--- config.mk ---
export PLATFORM = sky130hd
export DESIGN_NAME = fifo_sync_param
export DESIGN_NICKNAME = d
export VERILOG_FILES = /design/src/rtl/fifo_sync_param.sv
export SDC_FILE = /design/constraint.sdc
export NUM_CORES = 1
export LEC_CHECK = 0
export BUFFER_PORTS_ARGS = -buffer_cell sky130_fd_sc_hd__clkbuf_2
export CORE_MARGIN = 2
export CORE_UTILIZATION = 60
export CTS_CLUSTER_SIZE = 16
export DETAILED_ROUTE_END_ITERATION = 8
export PLACE_DENSITY = 0.87
export SLEW_MARGIN = 5
export SYNTH_ARGS = -nofsm -noshare
export SYNTH_HDL_FRONTEND = slang
export SYNTH_SLANG_ARGS = --single-unit
export TNS_END_PERCENT = 5
--- constraint.sdc ---
create_clock -name clk -period 8.3 [get_ports clk]
set_input_delay 1.245 -clock clk [delete_from_list [all_inputs] [get_ports clk]]
set_output_delay 1.245 -clock clk [all_outputs]
set_load 0.01 [all_outputs]
--- src/rtl/fifo_sync_param.sv ---
// fifo_sync_param: single-clock FIFO with any depth >= 2, programmable
// almost-full/almost-empty thresholds, occupancy count and optional FWFT.
// Ports:
//   clk, rst                  rising-edge clock, sync active-high reset
//   data_in, wr_en            write data and write request
//   rd_en                     read request (pop/acknowledge when FWFT=1)
//   data_out, rd_valid        read data and its valid flag
//   wr_ack, overflow          previous cycle's write accepted / rejected
//   underflow                 previous cycle's read rejected
//   full, empty               count == FIFO_DEPTH / count == 0
//   almostfull, almostempty   count >= AF_THRESH / count <= AE_THRESH
//   count                     occupancy, $clog2(FIFO_DEPTH+1) bits
module fifo_sync_param #(
   parameter int FIFO_WIDTH = 16,
   parameter int FIFO_DEPTH = 8,
   parameter int AF_THRESH  = FIFO_DEPTH - 1,
   parameter int AE_THRESH  = 1,
   parameter bit FWFT       = 1'b0,
   localparam int CW        = $clog2(FIFO_DEPTH + 1)
) (
   input  logic                  clk,
   input  logic                  rst,
   input  logic [FIFO_WIDTH-1:0] data_in,
   input  logic                  wr_en,
   input  logic                  rd_en,
   output logic [FIFO_WIDTH-1:0] data_out,
   output logic                  rd_valid,
   output logic                  wr_ack,
   output logic                  overflow,
   output logic                  underflow,
   output logic                  full,
   output logic                  empty,
   output logic                  almostfull,
   output logic                  almostempty,
   output logic [CW-1:0]         count
);

   localparam int PW = $clog2(FIFO_DEPTH);
   localparam logic [PW-1:0] LAST = PW'(FIFO_DEPTH - 1);

   if (FIFO_DEPTH < 2 || AE_THRESH < 1 || AE_THRESH >= AF_THRESH ||
       AF_THRESH > FIFO_DEPTH) begin : g_bad_param
      $error("fifo_sync_param: illegal depth/threshold parameters");
   end

   logic [FIFO_WIDTH-1:0] mem [FIFO_DEPTH];

   logic [PW-1:0]         wr_ptr_q, wr_ptr_d;
   logic [PW-1:0]         rd_ptr_q, rd_ptr_d;
   logic [CW-1:0]         count_q, count_d;
   logic [FIFO_WIDTH-1:0] data_q, data_d;
   logic                  valid_q, valid_d;
   logic                  wr_ack_q, ovf_q, unf_q;
   logic                  wr_go, rd_go;

   assign full        = (count_q == CW'(FIFO_DEPTH));
   assign empty       = (count_q == '0);
   assign almostfull  = (count_q >= CW'(AF_THRESH));
   assign almostempty = (count_q <= CW'(AE_THRESH));
   assign count       = count_q;

   assign wr_go = wr_en & ~full;
   assign rd_go = rd_en & ~empty;

   // Pointers wrap by compare so non-power-of-two depths work.
   always_comb begin
      wr_ptr_d = wr_ptr_q;
      rd_ptr_d = rd_ptr_q;
      count_d  = count_q;
      data_d   = data_q;
      valid_d  = 1'b0;
      if (wr_go) begin
         wr_ptr_d = (wr_ptr_q == LAST) ? '0 : wr_ptr_q + 1'b1;
      end
      if (rd_go) begin
         rd_ptr_d = (rd_ptr_q == LAST) ? '0 : rd_ptr_q + 1'b1;
         data_d   = mem[rd_ptr_q];
         valid_d  = 1'b1;
      end
      unique case ({wr_go, rd_go})
         2'b10:   count_d = count_q + CW'(1);
         2'b01:   count_d = count_q - CW'(1);
         default: count_d = count_q;
      endcase
   end

   always_ff @(posedge clk) begin
      if (rst) begin
         wr_ptr_q <= '0;
         rd_ptr_q <= '0;
         count_q  <= '0;
         data_q   <= '0;
         valid_q  <= 1'b0;
         wr_ack_q <= 1'b0;
         ovf_q    <= 1'b0;
         unf_q    <= 1'b0;
      end else begin
         wr_ptr_q <= wr_ptr_d;
         rd_ptr_q <= rd_ptr_d;
         count_q  <= count_d;
         data_q   <= data_d;
         valid_q  <= valid_d;
         wr_ack_q <= wr_go;
         ovf_q    <= wr_en & full;
         unf_q    <= rd_en & empty;
      end
   end

   // Storage is not reset; a reset cycle simply blocks the write.
   always_ff @(posedge clk) begin
      if (!rst && wr_go) begin
         mem[wr_ptr_q] <= data_in;
      end
   end

   assign wr_ack    = wr_ack_q;
   assign overflow  = ovf_q;
   assign underflow = unf_q;

   if (FWFT) begin : g_fwft
      // Head word is shown directly; zero while empty so stale
      // storage never leaks onto the bus.
      assign data_out = empty ? '0 : mem[rd_ptr_q];
      assign rd_valid = ~empty;
   end else begin : g_reg
      assign data_out = data_q;
      assign rd_valid = valid_q;
   end

endmodule
Word-level counts from Yosys, hierarchy flattened
Memories as Yosys holds them, arrays and structs flattened. A register that Yosys moved wholly into a read port is not among the register bits.
Cells that the tools add are included.
{"block": "op_classes", "add_sub_neg": 4, "magnitude_cmp": 2, "n_eq_ne": 5, "n_mux": 6, "bitwise": 6, "reduce_logical": 4}
{"cell": "one-hot mux 4 bit (2 select lines)", "count": 1}
{"cell": "adder 3 x 1 -> 3 bit (second input constant)", "count": 2}
{"cell": "equality test 3 bit (second input constant)", "count": 2}
{"cell": "two-way mux 3 bit", "count": 2}
{"cell": "adder 4 x 1 -> 4 bit (second input constant)", "count": 1}
{"cell": "bitwise AND 1 bit", "count": 4}
{"cell": "equality test 4 bit (second input constant)", "count": 1}
{"cell": ">= comparator 4 x 3 -> 1 bit (second input constant)", "count": 1}
{"cell": "less-or-equal comparator 4 x 1 -> 1 bit (second input constant)", "count": 1}
{"cell": "logical NOT 4 bit", "count": 1}
{"cell": "subtractor 4 x 1 -> 4 bit (second input constant)", "count": 1}
{"cell": "two-way mux 1 bit", "count": 3}
{"cell": "equality test 2 x 1 -> 1 bit (second input constant)", "count": 1}
{"cell": "equality test 2 bit (second input constant)", "count": 1}
{"cell": "NOT 1 bit", "count": 2}
{"cell": "nonzero test 2 bit", "count": 1}
{"cell": "logical AND 1 bit", "count": 1}
{"cell": "logical NOT 1 bit", "count": 1}
{"block": "totals", "register_bits": 14, "mem_bits_rw": 128, "inputBits": 20, "out_inout_bits": 28, "elab_cells": 35, "n_memories": 1}
{"memory": "mem", "words": 8, "word_bits": 16, "rd": 1, "rd_ports_with_merged_regs": 1, "write_ports": 1, "line": "46", "source": "logic [FIFO_WIDTH-1:0] mem [FIFO_DEPTH];"}

Longest topological paths before layout
Gate-level depths: netlist of run 1.
{"block": "logic_depth", "ltp_word": 6, "ltp_mapped": 11, "depth_no_buf": 10}

Least setup slack after synthesis of run 1
No wires, ideal clock.
{"block": "synth_timing", "path_kind": "input to register", "startpoint": "in rst", "endpoint": "mem mem[0][0], enable pin", "setup_time_ns": 0.409, "arrival_time_ns": 2.900, "required_time_ns": 7.891, "path_slack_ns": 4.991, "cell_stages": 3, "n_path_buf": 0, "path_cell_list": "nand2b_1 > or3_1 > nor3_1"}
{"block": "synth_between", "elab_chain_len": 4}
{"element": "start: declaration", "line": "22", "source": "input logic rst,"}
{"element": "logical NOT 1 bit", "line": "111", "source": "if (!rst && wr_go) begin"}
{"element": "logical AND 1 bit", "line": "111"}
{"element": "two-way mux 1 bit", "line": "111"}
{"element": "two-way mux 1 bit (implied by the code)", "line": "112", "source": "mem[wr_ptr_q] <= data_in;"}
{"element": "end: declaration", "line": "46"}
No other way between the ends.

Final worst setup path of run 1
{"block": "layout_timing", "startpoint": "reg count_q[1] (netlist: count[1])", "endpoint": "out empty"}
{"block": "layout_between", "elab_chain_len": 1}
{"element": "start: declaration", "line": "50", "source": "logic [CW-1:0] count_q, count_d;"}
{"element": "start signal: assignment", "line": "100", "source": "count_q <= count_d;"}
{"element": "logical NOT 4 bit", "line": "57", "source": "assign empty = (count_q == '0);"}
{"element": "end: declaration", "line": "32", "source": "output logic empty,"}
No other way between the ends.

==> results of run 1 <==
[Yosys cell counts (3+ instances only)]
master,n
edfxtp_1,128
mux2i_1,65
a22oi_1,32
dfxtp_1,30
a32o_1,15
nor2_1,14
nand2_1,10
a21oi_1,8
ha_1,8
buf_2,6
buf_4,5
clkbuf_1,5
inv_1,4
nand2b_1,4
or3_1,4
buf_6,3
nand4b_1,3
nor3_1,3
[logic make-up (layout without fill, tap and decap cells)]
group                      count (synthesis)  after routing  share of synthesized area, %
xor gates and xnor gates                   3              3                         0.432
and+or+nand+nor                           47             47                          3.99
DFF                                      158            158                          73.1
buffers and inverters                     24             94                          2.28
muxes                                     65             65                          10.7
adders and majority gates                  8              8                          1.65
AOI/OAI and AO/OA                         60             60                          7.88
[layer usage]
| layer | global-route usage [%] | vias to the layer above | wire [um] |
|---|---|---|---|
| met1 | 28.2 | 1716 | 4780 |
| met3 | 5.80 | 30 | 751 |
| met5 | 0 | - | 0 |
| met2 | 38.8 | 148 | 6230 |
| li1 | - | 1555 | - |
| met4 | 12.7 | 0 | 367 |
[area by class of cell]
type / count / area (um2) / share of cell area [%]
well taps: 133 / 166 / 2.38
clock buffers: 17 / 414 / 5.92
repair buffers: 57 / 310 / 4.43
flip-flops and latches: 158 / 4450 / 63.6
inverters: 5 / 18.8 / 0.268
clock inverters: 15 / 129 / 1.84
multi-input cells: 183 / 1510 / 21.6
[critical path, stage by stage, from the launching register on]
cell and delay (ns):
dfxtp_1 0.34, inv_1 0.10, ha_1 0.21, or3b_1 0.50
inv_2 0.10, clkbuf_2 0.13
[path summary, 6_finish.rpt]
path | to | from | cells past startpoint | slack, ns
worst max-delay path | empty | count[1] | 5 | 5.14
worst max register to register | mem[4][11] | count[0] | 7 | 5.57
worst min-delay path | data_out[13] | data_out[13] | 1 | 0.47
worst min register to register | data_out[13] | data_out[13] | 1 | 0.47
[state kept, by name (all words and copies together) (netlist names)]
name       count
overflow       1
rd_valid       1
data_out      16
underflow      1
wr_ptr_q       3
rd_ptr_q       3
count          4
mem          128
wr_ack         1
[per-stage QoR]
| step | worst slack [ns] | cells | area, um2 | hold slack, ns | utilization [%] |
|---|---|---|---|---|---|
| finish | 5.14 | 568 | 7000 | 0.467 | 71.3 |
| global route | 5.00 | 568 | 7000 | 0.486 | 71.3 |
| CTS | 5.10 | 568 | 7000 | 0.473 | 71.3 |
| detailed placement | 4.99 | 536 | 6450 | 0.458 | 65.7 |
| global placement | 5.10 | 536 | 6450 | 0.452 | 65.7 |
| floorplan | 4.99 | 365 | 6080 | 0.470 | - |
[power groups by stage]
stage          clock network (W)  logic, W  registers [W]
2_1_floorplan                  0  0.000267       0.000958
3_3_place_gp                   0  0.000306        0.00100
4_1_cts                 0.000708  0.000320       0.000989
6_report                0.000700  0.000318       0.000989
3_5_place_dp                   0  0.000316        0.00101
5_1_grt                 0.000739  0.000346       0.000997
==> results.json, run 1 <==
{
  "initial_core_util_pct": 61.9,
  "maxSlewViolCount": 0,
  "min_path_type": "flop to flop",
  "cts_made_buffers": 17,
  "die_w_um": 105,
  "tightest_slew_ns": 1.18,
  "cp.arrival_ns": 1.92,
  "fmax_ghz": 0.316,
  "first_iter_violations": 206,
  "skew_ns": 0.0111,
  "cts_max_path_buffers": 2,
  "grt.total_usage_pct": 23.4,
  "syn_avg_cell_area_um2": 16.7,
  "cts_root_buf": "clkbuf_8",
  "worstPathMaxFanout": 6,
  "swShare_pct": 28.3,
  "period_share_pct": 38.1,
  "fill_cells": 636,
  "wl_um": 12100,
  "final_cell_mix": "edfxtp_1, mux2i_1, clkbuf_2",
  "yosys.area.top_type": "edfxtp_1",
  "p_leak_nw": 2.41,
  "antenna_found_initial": 0,
  "post-cts-setup-buffers": 0,
  "synth_cells": 365,
  "ys_warn_count": 0,
  "synth_area_um2": 6080,
  "core_um2": 9820,
  "die-area_um2": 11000,
  "rsz0062_at_grt": "no",
  "seqPwrFrac_pct": 49.3,
  "clkSinkCount": 158,
  "routed_via_density": 6.07,
  "cp-start-kind": "flop",
  "required_ns": 7.05,
  "cts_resized": 0,
  "drc": 0,
  "first_pass_iters": 5,
  "max_cap_viol_count": 0,
  "syn_nets": 393,
  "drive_gt1_share_pct": 22.5,
  "overflow": 0,
  "synthFlopType": "edfxtp_1",
  "synthArstFlopShare_pct": 0,
  "p_int_w": 0.00144,
  "hold_violations": 0,
  "place_congestion": 0.809,
  "synth_edf_count": 128,
  "ir_worst_vdd_uv": 214,
  "critPathCaptureType": "output port",
  "insertion_delay_ns": 0.52,
  "vias": 3449,
  "rows": 36,
  "grt_max_degree": 68,
  "detail_route.wl_per_cell_um": 21.4,
  "synthTopCellsByArea": "edfxtp_1, mux2i_1, dfxtp_1, a22oi_1, a32o_1",
  "io_pins": 48,
  "layout_commonest_cell": "edfxtp_1",
  "grt_pass1_wl_um": 19000,
  "path_clk_slew_ns": 0.07,
  "status": "complete, no violations",
  "syn_to_final_growth_pct": 15.1,
  "fin_crit_ns": 3.16,
  "max-slew-margin-rel_pct": 21.6,
  "p_per_area_nw_per_um2": 287,
  "pwr-share-comb_pct": 15.8,
  "nets": 450,
  "power_frac_clock_pct": 34.9,
  "grt_pass1_vias": 3513,
  "dp_hpwl_um": 6890,
  "htree_levels": 4,
  "yosysTopAreaCellShare_pct": 63.2,
  "die_y_um": 105,
  "setup_viol": 0,
  "antenna_left": 0,
  "crit_type": "flop to output port",
  "io_buffers": 47,
  "p_sw_w": 0.000568,
  "yosysUniqueCellTypes": 33,
  "synth_seq_cells": 158,
  "cts_tree": "done",
  "hold_buffers": 0,
  "fin_total_pwr_w": 0.00201,
  "setup_tns_ns": 0,
  "diodes": 0,
  "synth-seq-area-share_pct": 73.1
}
No activity file was read; power rests on OpenSTA's default activity.
==> run 2: changes to the inputs <==
--- a/config.mk
+++ b/config.mk
@@ -7,10 +7,10 @@
 export LEC_CHECK = 0
 export BUFFER_PORTS_ARGS = -buffer_cell sky130_fd_sc_hd__clkbuf_2
 export CORE_MARGIN = 2
-export CORE_UTILIZATION = 60
+export CORE_UTILIZATION = 53
 export CTS_CLUSTER_SIZE = 16
 export DETAILED_ROUTE_END_ITERATION = 8
-export PLACE_DENSITY = 0.87
+export PLACE_DENSITY = 0.82
 export SLEW_MARGIN = 5
 export SYNTH_ARGS = -nofsm -noshare
 export SYNTH_HDL_FRONTEND = slang
==> constraint.sdc (replaced) <==
create_clock -name clk -period 2.55 [get_ports clk]
set_input_delay 0.3825 -clock clk [delete_from_list [all_inputs] [get_ports clk]]
set_output_delay 0.3825 -clock clk [all_outputs]
set_load 0.01 [all_outputs]
==> run 2 against run 1 <==
Sequential share of layout area decreased by 1.1 points. Largest cell class unchanged. Clock power increased to 3.5 times the previous value. Global-route usage decreased by 2.8 points. Die area increased by 13%. Hold slack got worse by 0.24 ns. Clock skew decreased by 0.0015 ns. Utilization decreased by 8.4 points. Cell area increased by 1.8%. Combinational power increased to 3.6 times the previous value. Register-to-register slack got worse by 5.3 ns. Critical path depth increased by 2. Critical path type is now flop to flop. Setup slack got worse by 4.9 ns. Highest routed layer unchanged.
==> results.json, run 2 (synthesis gave the netlist of run 1 again) <==
{
  "status": "complete, no violations",
  "top_register": "mem",
  "insertion_delay_ns": 0.42,
  "max_stage_delay_ns": 0.80,
  "layout_commonest_cell": "edfxtp_1",
  "initial_core_util_pct": 53.7,
  "pwr-share-comb_pct": 17.2,
  "ir_worst_vdd_uv": 542,
  "max-slew-margin-rel_pct": 30.4,
  "first_pass_iters": 5,
  "setup_tns_ns": 0,
  "hold_violations": 0,
  "io_pins": 48,
  "vias": 3438,
  "crit_type": "flop to flop",
  "antenna_found_initial": 0,
  "dp_hpwl_um": 7300,
  "core_um2": 11300,
  "maxSlewViolCount": 0,
  "nets": 459,
  "die-area_um2": 12300,
  "path_delay_family": "simple AND/OR/NAND/NOR gates",
  "diodes": 0,
  "max_cap_viol_count": 0,
  "crit_buf_inv": 3,
  "seqPwrFrac_pct": 46.7,
  "cts_made_buffers": 17,
  "drive_gt1_share_pct": 23.4,
  "die_w_um": 111,
  "grt_pass1_vias": 3553,
  "grt_max_degree": 37,
  "cts_root_buf": "clkbuf_16",
  "die_y_um": 111,
  "cp_slowest_cell": "nor2_2",
  "worstHoldStart": "data_in[3]",
  "skew_ns": 0.00959,
  "overflow": 0,
  "worstPathMaxFanout": 17,
  "htree_levels": 4,
  "syn_to_final_growth_pct": 17.1,
  "routed_via_density": 5.86,
  "r2r_end": "data_out[3]",
  "rr_worst_depth": 7,
  "setup_viol": 0,
  "io_buffers": 47,
  "path_cells": "inv_1 > ha_1 > or3b_1 > buf_4 > inv_2 > nor2_2 > a32o_1",
  "swShare_pct": 26.7,
  "ff2ff_setup_slack_ns": 0.22,
  "p_sw_w": 0.00179,
  "cts_resized": 0,
  "place_congestion": 0.743,
  "detail_route.wl_per_cell_um": 20.6,
  "multi_input_area_um2": 1510,
  "cts_tree": "done",
  "first_iter_violations": 268,
  "p_int_w": 0.00492,
  "post-cts-setup-buffers": 0,
  "critPathCaptureType": "flop",
  "rows": 39,
  "required_ns": 2.91,
  "cp.arrival_ns": 2.69,
  "p_leak_nw": 2.47,
  "hold_buffers": 0,
  "grt.total_usage_pct": 20.6,
  "period_share_pct": 91.3,
  "cts_max_path_buffers": 2,
  "fmax_ghz": 0.429,
  "largest_reg_flops": 128,
  "fill_cells": 779,
  "antenna_left": 0,
  "final_cell_mix": "edfxtp_1, mux2i_1, clkbuf_2",
  "clkSinkCount": 158,
  "cp-start-kind": "flop",
  "fin_total_pwr_w": 0.00671,
  "p_per_area_nw_per_um2": 943,
  "min_path_type": "input pin to flop",
  "path_clk_slew_ns": 0.06,
  "power_frac_clock_pct": 36.0,
  "fin_crit_ns": 2.33,
  "wl_um": 12100,
  "holdPathEnd": "mem[1][3]",
  "tightest_slew_ns": 1.04,
  "hold_depth": 1,
  "drc": 0,
  "grt_pass1_wl_um": 19000,
  "regArea_um2": 4450,
  "r2r-start": "count[0]",
  "rsz0062_at_grt": "no"
}
run 2: changes by cell type in the layout (fill, tap and decap cells not counted), sizes merged:
cell and delta:
buf +9, clkbuf +5, clkinv -4, inv -2
bufinv +1
run 2: layout make-up:
cell class | count | area share, %
well taps | 143 | 2.51
flip-flops and latches | 158 | 62.5
repair buffers | 66 | 5.48
inverters | 5 | 0.264
clock inverters | 10 | 1.42
multi-input cells | 183 | 21.2
clock buffers | 22 | 6.66
run 2: worst max path at each step:
stage / depth (start not counted) / from / slack, ns / to
4_1_cts: 10 / count[0] / 0.24 / count[3]
3_5_place_dp: 10 / count[0] / 0.26 / count[3]
3_3_place_gp: 10 / count[0] / 0.34 / count[3]
6_report: 7 / count[0] / 0.22 / data_out[3]
5_1_grt: 7 / count[0] / 0.08 / mem[4][6]
2_1_floorplan: 7 / count[0] / -0.24 / mem[1][0]
run 2: worst reg2reg max path, delay by kind of cell (launching register included):
kind / cells / cell delay (ns)
simple gates: 2 / 0.99
fa+ha+maj: 1 / 0.24
compound gates: 1 / 0.31
buf+inv: 3 / 0.28
flops: 1 / 0.44
run 2: routing by layer:
| metal | GRT usage (%) | share of wire [%] | routed length (um) | up-vias |
|---|---|---|---|---|
| li1 | - | - | - | 1573 |
| met1 | 25.7 | 41 | 4940 | 1714 |
| met2 | 33.5 | 51 | 6150 | 126 |
| met3 | 5.52 | 6.0 | 721 | 25 |
| met4 | 9.79 | 2.4 | 295 | 0 |
| met5 | 0 | 0 | 0 | - |
run 2: metrics by stage:
stage          instances  hold WS, ns  utilization, %  area [um2]  worst slack, ns
2_1_floorplan        365        0.470               -        6090           -0.240
5_1_grt              587        0.233            62.9        7120           0.0793
4_1_cts              587        0.226            62.9        7120            0.243
3_3_place_gp         555        0.447            57.8        6550            0.338
6_report             587        0.230            62.9        7120            0.221
3_5_place_dp         555        0.464            57.8        6550            0.258
run 2: power by group through the flow:
stage	clock network, W	registers (W)	logic (W)
2_1_floorplan	0	0.00312	0.000869
3_3_place_gp	0	0.00318	0.00110
3_5_place_dp	0	0.00319	0.00115
4_1_cts	0.00244	0.00314	0.00116
5_1_grt	0.00253	0.00316	0.00125
6_report	0.00242	0.00314	0.00116
==> run 3: changes to the inputs <==
--- a/config.mk
+++ b/config.mk
@@ -11,6 +11,7 @@
 export CTS_CLUSTER_SIZE = 16
 export DETAILED_ROUTE_END_ITERATION = 8
 export PLACE_DENSITY = 0.82
+export REMOVE_ABC_BUFFERS = 1
 export SLEW_MARGIN = 5
 export SYNTH_ARGS = -nofsm -noshare
 export SYNTH_HDL_FRONTEND = slang
==> run 3 against run 2 <==
Clock skew decreased by 0.0021 ns. Utilization about the same. Total power increased by 1.8%. Cell area about the same. Sequential share of layout area about the same. Final cell count decreased by 0.68%. Sequential power about the same.
==> results.json, run 3 (synthesis gave the netlist of run 1 again) <==
{
  "layout_commonest_cell": "edfxtp_1",
  "drive_gt1_share_pct": 22.3,
  "cp.arrival_ns": 2.62,
  "wl_met1_um": 4900,
  "crit_type": "flop to flop",
  "antenna_found_initial": 0,
  "syn_to_final_growth_pct": 17.1,
  "die-area_um2": 12300,
  "hold_violations": 0,
  "vias": 3465,
  "maxSlewViolCount": 0,
  "cts_resized": 0,
  "first_pass_iters": 5,
  "worst_hold_slack_ns": 0.247,
  "core_um2": 11300,
  "max-slew-margin-rel_pct": 37.6,
  "fin_crit_ns": 2.33,
  "initial_core_util_pct": 53.7,
  "post-cts-setup-buffers": 0,
  "fmax_ghz": 0.428,
  "p_per_area_nw_per_um2": 959,
  "cts_tree": "done",
  "rsz0062_at_grt": "no",
  "cts_root_buf": "clkbuf_16",
  "first_iter_violations": 298,
  "status": "complete, no violations",
  "dp_hpwl_um": 6640,
  "place_congestion": 0.750,
  "die_y_um": 111,
  "cts_made_buffers": 17,
  "grt_max_degree": 30,
  "top_register": "mem",
  "grt_pass1_vias": 3609,
  "wl_um": 11900,
  "final_area_um2": 7120,
  "max_cap_viol_count": 0,
  "ir_worst_vdd_uv": 557,
  "final_cell_mix": "edfxtp_1, mux2i_1, clkbuf_2",
  "fin_total_pwr_w": 0.00683,
  "largest_reg_flops": 128,
  "required_ns": 2.84,
  "p_leak_nw": 2.47,
  "dpl_cell_area_um2": 6520,
  "skew_ns": 0.00745,
  "critPathCaptureType": "flop",
  "period_share_pct": 91.5,
  "hold_buffers": 0,
  "tightest_slew_ns": 0.935,
  "cp-start-kind": "flop",
  "insertion_delay_ns": 0.41,
  "path_clk_slew_ns": 0.06,
  "wl_met2_um": 5880,
  "detail_route.wl_per_cell_um": 20.4,
  "setup_viol": 0,
  "setup_tns_ns": 0,
  "clkSinkCount": 158,
  "diodes": 0,
  "grt_pass1_wl_um": 18900,
  "htree_levels": 4,
  "cts_max_path_buffers": 2,
  "wl_met3_um": 762,
  "nets": 455,
  "dr.max_layer_used": "met4",
  "rows": 39,
  "io_pins": 48,
  "antenna_left": 0,
  "min_path_type": "input pin to flop",
  "io_buffers": 47,
  "worstPathMaxFanout": 7,
  "routed_via_density": 5.94,
  "die_w_um": 111,
  "fill_cells": 789,
  "overflow": 0,
  "drc": 0,
  "grt.total_usage_pct": 20.4
}
[run 3: path summary, 6_finish.rpt]
kind / start / end / slack (ns) / cells after the start
worst max-delay path: count[0] / count[3] / 0.22 / 10
worst min-delay path: data_in[15] / mem[6][15] / 0.25 / 1
worst max register to register: count[0] / count[3] / 0.22 / 10
worst min register to register: data_out[6] / data_out[6] / 0.47 / 1
[run 3: critical path, cell delays in order, from the launching register on]
cell	delay, ns
dfxtp_1	0.44
inv_1	0.07
ha_1	0.24
or3b_1	0.19
nand2_1	0.12
inv_1	0.08
ha_1	0.22
or4b_1	0.45
a21oi_1	0.21
xnor2_1	0.14
nor2_1	0.05
[run 3: routing by layer]
| layer | vias up | GRT usage [%] |
|---|---|---|
| met3 | 35 | 5.03 |
| li1 | 1568 | - |
| met2 | 162 | 33.6 |
| met4 | 0 | 10.2 |
| met1 | 1700 | 25.3 |
| met5 | - | 0 |
[run 3: cell type report]
class	count	area [um2]	share of cell area [%]
clock inverters	12	158	2.21
flip-flops and latches	158	4450	62.5
inverters	5	18.8	0.264
repair buffers	62	360	5.06
clock buffers	20	447	6.27
well taps	143	179	2.51
multi-input cells	183	1510	21.2
[run 3: through the flow]
| stage | util, % | worst slack, ns | std cells |
|---|---|---|---|
| finish | 62.9 | 0.216 | 583 |
| global route | 62.9 | 0.0469 | 583 |
| CTS | 62.9 | 0.224 | 583 |
| detailed placement | 57.5 | 0.245 | 551 |
| global placement | 57.5 | 0.321 | 551 |
| floorplan | - | -0.619 | 346 |
[run 3: where the power goes]
group          switching [W]  internal [W]
clock               0.000974       0.00157
combinational       0.000621      0.000544
sequential          0.000178       0.00294
